**src/rtl/load_store_ctrl.sv**
```systemverilog
// Load/store controller: turns one core load/store request into one or two word-aligned
// memory transactions, handling byte lanes and sign/zero extension.
//
// Ports
//   clk, reset        clock and synchronous active-high reset
//   start, is_store   request strobe (sampled only while idle) and direction
//   funct3            RISC-V size code (b, h, w, bu, hu)
//   addr, wdata       byte address and right-justified store data
//   busy, done, err   status: busy outside idle, one-cycle done pulse, error with done
//   rdata             extended load result, held until the next accepted request
//   mem_req, mem_we   memory request valid and write enable
//   mem_addr, mem_be  word-aligned address and byte-lane enables
//   mem_wdata         lane-aligned store data
//   mem_ack           memory completes the current request this cycle
//   mem_rdata         read word, valid with mem_ack
module load_store_ctrl #(
    parameter bit ALLOW_MISALIGN = 1'b1
) (
    input  logic        clk,
    input  logic        reset,
    input  logic        start,
    input  logic        is_store,
    input  logic [2:0]  funct3,
    input  logic [31:0] addr,
    input  logic [31:0] wdata,
    output logic        busy,
    output logic        done,
    output logic        err,
    output logic [31:0] rdata,
    output logic        mem_req,
    output logic        mem_we,
    output logic [31:0] mem_addr,
    output logic [3:0]  mem_be,
    output logic [31:0] mem_wdata,
    input  logic        mem_ack,
    input  logic [31:0] mem_rdata
);

    typedef enum logic [1:0] {StIdle, StAcc0, StAcc1, StDone} state_e;

    state_e      state_q, state_d;
    logic        is_store_q;
    logic [2:0]  funct3_q;
    logic [31:0] addr_q, wdata_q;
    logic [31:0] word0_q, word0_d;
    logic [31:0] rdata_q, rdata_d;
    logic        err_q, err_d;

    logic        accept, req_illegal, split_q;
    logic [1:0]  off_q;
    logic [31:0] word_addr;
    logic [7:0]  be_cat;
    logic [63:0] st_cat;
    logic [31:0] ld_lo, ld_hi, ld_shift, load_result;
    logic [63:0] ld_cat;

    // Size code 2'b11 is illegal and never reaches an access; treat it as a word.
    function automatic logic [2:0] size_bytes(input logic [1:0] code);
        case (code)
            2'b00:   return 3'd1;
            2'b01:   return 3'd2;
            default: return 3'd4;
        endcase
    endfunction

    function automatic logic [3:0] size_mask(input logic [1:0] code);
        case (code)
            2'b00:   return 4'b0001;
            2'b01:   return 4'b0011;
            default: return 4'b1111;
        endcase
    endfunction

    function automatic logic crosses_word(input logic [1:0] code, input logic [1:0] off);
        return ({1'b0, off} + size_bytes(code)) > 3'd4;
    endfunction

    assign accept = (state_q == StIdle) && start;

    assign req_illegal = (funct3[1:0] == 2'b11) || (funct3[2] && funct3[1])
                       || (is_store && funct3[2])
                       || (!ALLOW_MISALIGN && crosses_word(funct3[1:0], addr[1:0]));

    assign off_q     = addr_q[1:0];
    assign split_q   = crosses_word(funct3_q[1:0], off_q);
    assign word_addr = {addr_q[31:2], 2'b00};

    // Lane placement over two words; the high word only matters for split accesses.
    always_comb begin
        logic [3:0] m;
        m      = size_mask(funct3_q[1:0]);
        be_cat = {4'b0000, m} << off_q;
        st_cat = {32'b0, wdata_q & {{8{m[3]}}, {8{m[2]}}, {8{m[1]}}, {8{m[0]}}}}
                 << {off_q, 3'b000};
    end

    // Load result is formed in the cycle of the final ack, straight from mem_rdata.
    always_comb begin
        ld_lo    = (state_q == StAcc1) ? word0_q : mem_rdata;
        ld_hi    = (state_q == StAcc1) ? mem_rdata : 32'b0;
        ld_cat   = {ld_hi, ld_lo};
        ld_shift = ld_cat[{off_q, 3'b000} +: 32];
        case (funct3_q)
            3'b000:  load_result = {{24{ld_shift[7]}}, ld_shift[7:0]};
            3'b001:  load_result = {{16{ld_shift[15]}}, ld_shift[15:0]};
            3'b100:  load_result = {24'b0, ld_shift[7:0]};
            3'b101:  load_result = {16'b0, ld_shift[15:0]};
            default: load_result = ld_shift;
        endcase
    end

    always_comb begin
        state_d = state_q;
        word0_d = word0_q;
        rdata_d = rdata_q;
        err_d   = err_q;
        unique case (state_q)
            StIdle: begin
                if (start) begin
                    if (req_illegal) begin
                        state_d = StDone;
                        err_d   = 1'b1;
                        rdata_d = 32'b0;
                    end else begin
                        state_d = StAcc0;
                        err_d   = 1'b0;
                    end
                end
            end
            StAcc0: begin
                if (mem_ack) begin
                    word0_d = mem_rdata;
                    if (split_q) begin
                        state_d = StAcc1;
                    end else begin
                        state_d = StDone;
                        if (!is_store_q) rdata_d = load_result;
                    end
                end
            end
            StAcc1: begin
                if (mem_ack) begin
                    state_d = StDone;
                    if (!is_store_q) rdata_d = load_result;
                end
            end
            StDone:  state_d = StIdle;
            default: state_d = StIdle;
        endcase
    end

    always_comb begin
        busy      = (state_q != StIdle);
        done      = 1'b0;
        err       = 1'b0;
        mem_req   = 1'b0;
        mem_we    = 1'b0;
        mem_addr  = 32'b0;
        mem_be    = 4'b0;
        mem_wdata = 32'b0;
        unique case (state_q)
            StAcc0: begin
                mem_req   = 1'b1;
                mem_we    = is_store_q;
                mem_addr  = word_addr;
                mem_be    = be_cat[3:0];
                mem_wdata = st_cat[31:0];
            end
            StAcc1: begin
                mem_req   = 1'b1;
                mem_we    = is_store_q;
                mem_addr  = word_addr + 32'd4;
                mem_be    = be_cat[7:4];
                mem_wdata = st_cat[63:32];
            end
            StDone: begin
                done = 1'b1;
                err  = err_q;
            end
            default: ;
        endcase
    end

    assign rdata = rdata_q;

    always_ff @(posedge clk) begin
        if (reset) begin
            state_q    <= StIdle;
            is_store_q <= 1'b0;
            funct3_q   <= 3'b0;
            addr_q     <= 32'b0;
            wdata_q    <= 32'b0;
            word0_q    <= 32'b0;
            rdata_q    <= 32'b0;
            err_q      <= 1'b0;
        end else begin
            state_q <= state_d;
            word0_q <= word0_d;
            rdata_q <= rdata_d;
            err_q   <= err_d;
            if (accept) begin
                is_store_q <= is_store;
                funct3_q   <= funct3;
                addr_q     <= addr;
                wdata_q    <= wdata;
            end
        end
    end

endmodule

```
**config.mk**
```make
export PLATFORM = sky130hd
export DESIGN_NAME = load_store_ctrl
export DESIGN_NICKNAME = d
export VERILOG_FILES = /design/src/rtl/load_store_ctrl.sv
export SDC_FILE = /design/constraint.sdc
export NUM_CORES = 1
export LEC_CHECK = 0
export BUFFER_PORTS_ARGS = -buffer_cell sky130_fd_sc_hd__buf_4
export CAP_MARGIN = 10
export CELL_PAD_IN_SITES_DETAIL_PLACEMENT = 0
export CELL_PAD_IN_SITES_GLOBAL_PLACEMENT = 2
export CORE_ASPECT_RATIO = 1.5
export CORE_MARGIN = 10
export CORE_UTILIZATION = 27
export DETAILED_ROUTE_END_ITERATION = 6
export PLACE_DENSITY = 0.77
export SLEW_MARGIN = 20
export SYNTH_ARGS = -nofsm -noshare
export SYNTH_HDL_FRONTEND = slang
export SYNTH_SLANG_ARGS = --single-unit
export TNS_END_PERCENT = 1
```
**constraint.sdc**
```tcl
create_clock -name clk -period 3.6 [get_ports clk]
set_clock_uncertainty 0.05 [all_clocks]
set_input_delay 0.18 -clock clk [delete_from_list [all_inputs] [get_ports clk]]
set_output_delay 0.18 -clock clk [all_outputs]
set_load 0.05 [all_outputs]
```
==> out/qor_table.md <==
| Metric | This run |
|:---|:---|
| Type of destination of the critical path | output port |
| Register bit count reported by yosys | 135 |
| Wire length per cell | 20.1 µm |
| First-pass GRT wire length | 54.6 mm |
| Count of buffers from port buffering | 206 |
| Hold Worst Slack | 3.07 ps |
| Category of the worst setup path launch point | flip-flop |
| Number of synthesized flops with an enable pin | 0 |
| CTS Buffer Depth | 2 |
| Initial standard-cell utilization of the core | 27.5% |
| Share of synthesized area occupied by flip-flops and latches | 33.2% |
| Syn_area_per_cell | 7.34 µm² |
| Diode count | 0 |
| Peak supply drop | 0.346 mV |
| Type of the worst setup path | reg2out |
| Number of fill cells | 3129 |
| Clock sink count | 135 |
| Leakage dissipation | 4.49 nW |
| CTS H-tree depth | 4 |
| Largest net degree at the start of global routing | 75 |
| Number of antenna violations at the first check in global routing | 1 |
| Share of cells above drive strength 1 | 22.2% |
| Cell variety after synth | 59 |
| Cell chosen for the clock root | sky130_fd_sc_hd__clkbuf_16 |
| Largest fanout on the critical path | 21 |
| Antenna violation net count after detailed routing | 0 |
| Power density relative to cell area | 634 nW/µm² |
| Result of the run | finished clean |
| Synthesis warning total | 0 |
| Die span in x | 162 µm |
| Required arrival time at the worst endpoint | 3370 ps |
| Total detailed-routing wirelength | 35.6 mm |
| Final period demand of the worst path | 3220 ps |
| Total routing usage reported by global routing | 18.6% |
| Final estimated routing congestion in global placement | 0.842 |
| Area of the placeable core | 29600 µm² |
| Class of the tightest hold or removal check | in2reg |
| Number of detailed-routing iterations run before antenna repair | 6 |
| Area growth from synthesis to layout | 43.0% |
| CP max stage cell | sky130_fd_sc_hd__ha_1 |
| Post-Synthesis Cells | 1109 |
| Clock slew at reported path FFs | 60 ps |
| Share of the synthesized area in the top cell type | 33.2% |
| Final hold violation count | 0 |
| Cell chain of the critical path | inv_1 > ha_1 > inv_1 > nor2_1 > buf_4 > nand4b_1 > mux2_2 > nand2_1 > buf_4 |
| Actual slew at the worst max-slew pin | 908 ps |
| Post-CTS setup buffer count | 0 |
| Cell Rows | 77 |
| Net count, final | 1477 |
| Area of the die | 37600 µm² |
| Clock buffers created by TritonCTS | 17 |
| Achievable Freq | 0.311 GHz |
| Post-DR vias/cell | 5.11 |
| Async set-reset flop share out of synthesis | 0% |
| Fin. max-slew vios | 0 |
| Global route total overflow | 0 |
| Placed wire-length estimate | 25.6 mm |
| DRC | 0 |
| Arrival time worst endpoint | 2990 ps |
| Top cells by area in the synthesized netlist | sky130_fd_sc_hd__dfxtp_1 33%, sky130_fd_sc_hd__nand2_1 13%, sky130_fd_sc_hd__a21oi_1 9.8%, sky130_fd_sc_hd__mux2i_1 7.0%, sky130_fd_sc_hd__o21ai_0 4.1% |
| Number of endpoints failing setup at the final stage | 0 |
| Post-synth top area cell | sky130_fd_sc_hd__dfxtp_1 |
| Predominant post-synthesis flop cell | sky130_fd_sc_hd__dfxtp_1 |
| Total number of vias | 9047 |
| Iteration-0 DRC count of the detailed router | 519 |
| Slew Limit Headroom | 39.5% |
| Count of maximum capacitance violations | 0 |
| Boundary pin count | 209 |
| Clock tree from TritonCTS | done |
| Share of the cycle needed by the critical path after routing | 89.4% |
| Via count of the first global-routing pass | 9328 |
| Setup repair after global routing missed its margin | no |
| Die span in y | 233 µm |
| Final TNS setup | 0 ps |
| Maximum single-stage delay on the critical path | 500 ps |
| Clock insertion delay at the later pin of the skew report | 430 ps |
| Synthesized cell area | 8140 µm² |
==> cell families (layout without fill, tap and decap cells) <==
| logic type | after synthesis | in the layout | synth area share (%) |
|---|---|---|---|
| fa+ha+maj | 9 | 9 | 1.48 |
| other cells | 1 | 2 | 0.0461 |
| buf+inv | 110 | 377 | 5.33 |
| mux | 84 | 84 | 11.7 |
| xor+xnor | 2 | 2 | 0.215 |
| simple gates | 425 | 425 | 22.7 |
| flops | 135 | 135 | 33.2 |
| compound gates | 343 | 343 | 25.3 |
==> routing by layer <==
layer	up-vias	GRT usage (%)	share of wire, %
li1	4445	-	-
met1	4305	20.2	39
met2	247	34.0	53
met3	48	4.63	5.3
met4	2	7.04	2.7
met5	-	0	0.037
==> worst max-delay path, delay by kind of cell (launching register included) <==
kind	cells	cell delay, ps
DFF	1	420
buffers and inverters	4	960
and+or+nand+nor	3	390
muxes	1	280
adders and majority gates	1	500
==> cells in the final DEF (no fill, tap or decap), types with 9 or more instances in the layout <==
cell	count
sky130_fd_sc_hd__dfxtp_1	133
sky130_fd_sc_hd__a31oi_1	14
sky130_fd_sc_hd__o21ai_0	66
sky130_fd_sc_hd__nor3_1	12
sky130_fd_sc_hd__a22oi_1	14
sky130_fd_sc_hd__a21oi_1	160
sky130_fd_sc_hd__nand3_1	27
sky130_fd_sc_hd__nor2_1	45
sky130_fd_sc_hd__buf_4	232
sky130_fd_sc_hd__nand2_1	281
sky130_fd_sc_hd__o2bb2ai_1	24
sky130_fd_sc_hd__a22o_1	9
sky130_fd_sc_hd__mux2i_1	57
sky130_fd_sc_hd__inv_1	13
sky130_fd_sc_hd__mux2_2	20
sky130_fd_sc_hd__dlygate4sd3_1	96
sky130_fd_sc_hd__clkbuf_16	18
sky130_fd_sc_hd__a211oi_1	9
==> worst paths after layout <==
check	slack (ps)	start	cells past startpoint	endpoint
worst max-delay path	380	state_q[1]	9	mem_addr[28]
worst min-delay path	3	funct3[0]	3	funct3_q[0]
worst min register to register	400	is_store_q	2	is_store_q
worst max register to register	440	funct3_q[1]	11	rdata[8]
==> report_power, final <==
part	leakage, nW	internal, mW	switching, mW
combinational	3.08	1.11	2.29
sequential	1.10	1.80	0.282
clock	0.309	1.16	0.738
total	4.49	4.07	3.31
==> metrics by stage <==
step | total power, mW | area, µm² | setup WS, ps | cells | util, %
after global placement | 5.44 | 10100 | 522 | 1644 | 34.0
after CTS | 7.45 | 11600 | 264 | 1772 | 39.4
final | 7.38 | 11600 | 383 | 1772 | 39.4
after detailed placement | 5.45 | 10100 | 494 | 1644 | 34.0
after floorplan | 4.27 | 8150 | 0.151 | 1110 | -
after global routing | 7.82 | 11600 | 183 | 1772 | 39.4
==> flip-flops by register name, indices dropped and copies added, names as in the netlist <==
signal and flops:
funct3_q 3, wdata_q 32, addr_q 32, state_q 2, rdata 32, err_q 1, is_store_q 1, word0_q 32
==> cells in the mapped netlist, types with 2 or more instances <==
master / count
sky130_fd_sc_hd__o211ai_1: 3
sky130_fd_sc_hd__nor2_1: 46
sky130_fd_sc_hd__buf_1: 19
sky130_fd_sc_hd__or2_0: 2
sky130_fd_sc_hd__o311ai_0: 2
sky130_fd_sc_hd__nand3_1: 27
sky130_fd_sc_hd__mux2i_1: 57
sky130_fd_sc_hd__clkbuf_1: 63
sky130_fd_sc_hd__a22o_1: 9
sky130_fd_sc_hd__dfxtp_1: 135
sky130_fd_sc_hd__o41ai_1: 3
sky130_fd_sc_hd__and2_1: 8
sky130_fd_sc_hd__nor2b_1: 6
sky130_fd_sc_hd__a22oi_1: 14
sky130_fd_sc_hd__o2bb2ai_1: 24
sky130_fd_sc_hd__a211oi_1: 9
sky130_fd_sc_hd__mux4_2: 7
sky130_fd_sc_hd__o21a_1: 6
sky130_fd_sc_hd__inv_1: 13
sky130_fd_sc_hd__o31ai_1: 2
sky130_fd_sc_hd__a221oi_1: 6
sky130_fd_sc_hd__nor4_2: 2
sky130_fd_sc_hd__nand2_1: 282
sky130_fd_sc_hd__a31oi_1: 14
sky130_fd_sc_hd__and3_1: 7
sky130_fd_sc_hd__or4_1: 4
sky130_fd_sc_hd__nor3b_1: 6
sky130_fd_sc_hd__o21ai_0: 66
sky130_fd_sc_hd__nand4_1: 6
sky130_fd_sc_hd__buf_4: 2
sky130_fd_sc_hd__ha_1: 8
sky130_fd_sc_hd__nand2b_1: 5
sky130_fd_sc_hd__a311oi_1: 3
sky130_fd_sc_hd__mux2_2: 20
sky130_fd_sc_hd__xor2_1: 2
sky130_fd_sc_hd__or3_1: 3
sky130_fd_sc_hd__and4_1: 3
sky130_fd_sc_hd__o22ai_1: 6
sky130_fd_sc_hd__buf_2: 11
sky130_fd_sc_hd__a21oi_1: 160
sky130_fd_sc_hd__a41oi_1: 2
sky130_fd_sc_hd__nor4_1: 3
sky130_fd_sc_hd__o22a_1: 6
sky130_fd_sc_hd__nor3_1: 12
==> layout make-up <==
type / instances / area (µm²) / share of cell area, %
Clock buffer: 19 / 464 / 3.99
Tap cell: 395 / 494 / 4.24
Clock inverter: 13 / 165 / 1.42
Sequential cell: 135 / 2710 / 23.2
Inverter: 15 / 56.3 / 0.483
Multi-Input combinational cell: 865 / 5020 / 43.1
Timing Repair Buffer: 330 / 2730 / 23.5
==> timing repair <==
action	CTS	global route
hold endpoints to repair	96	0
setup endpoints to repair	0	1
resized for setup	0	1
hold buffers	96	0
No activity file was read; power rests on OpenSTA's default activity.
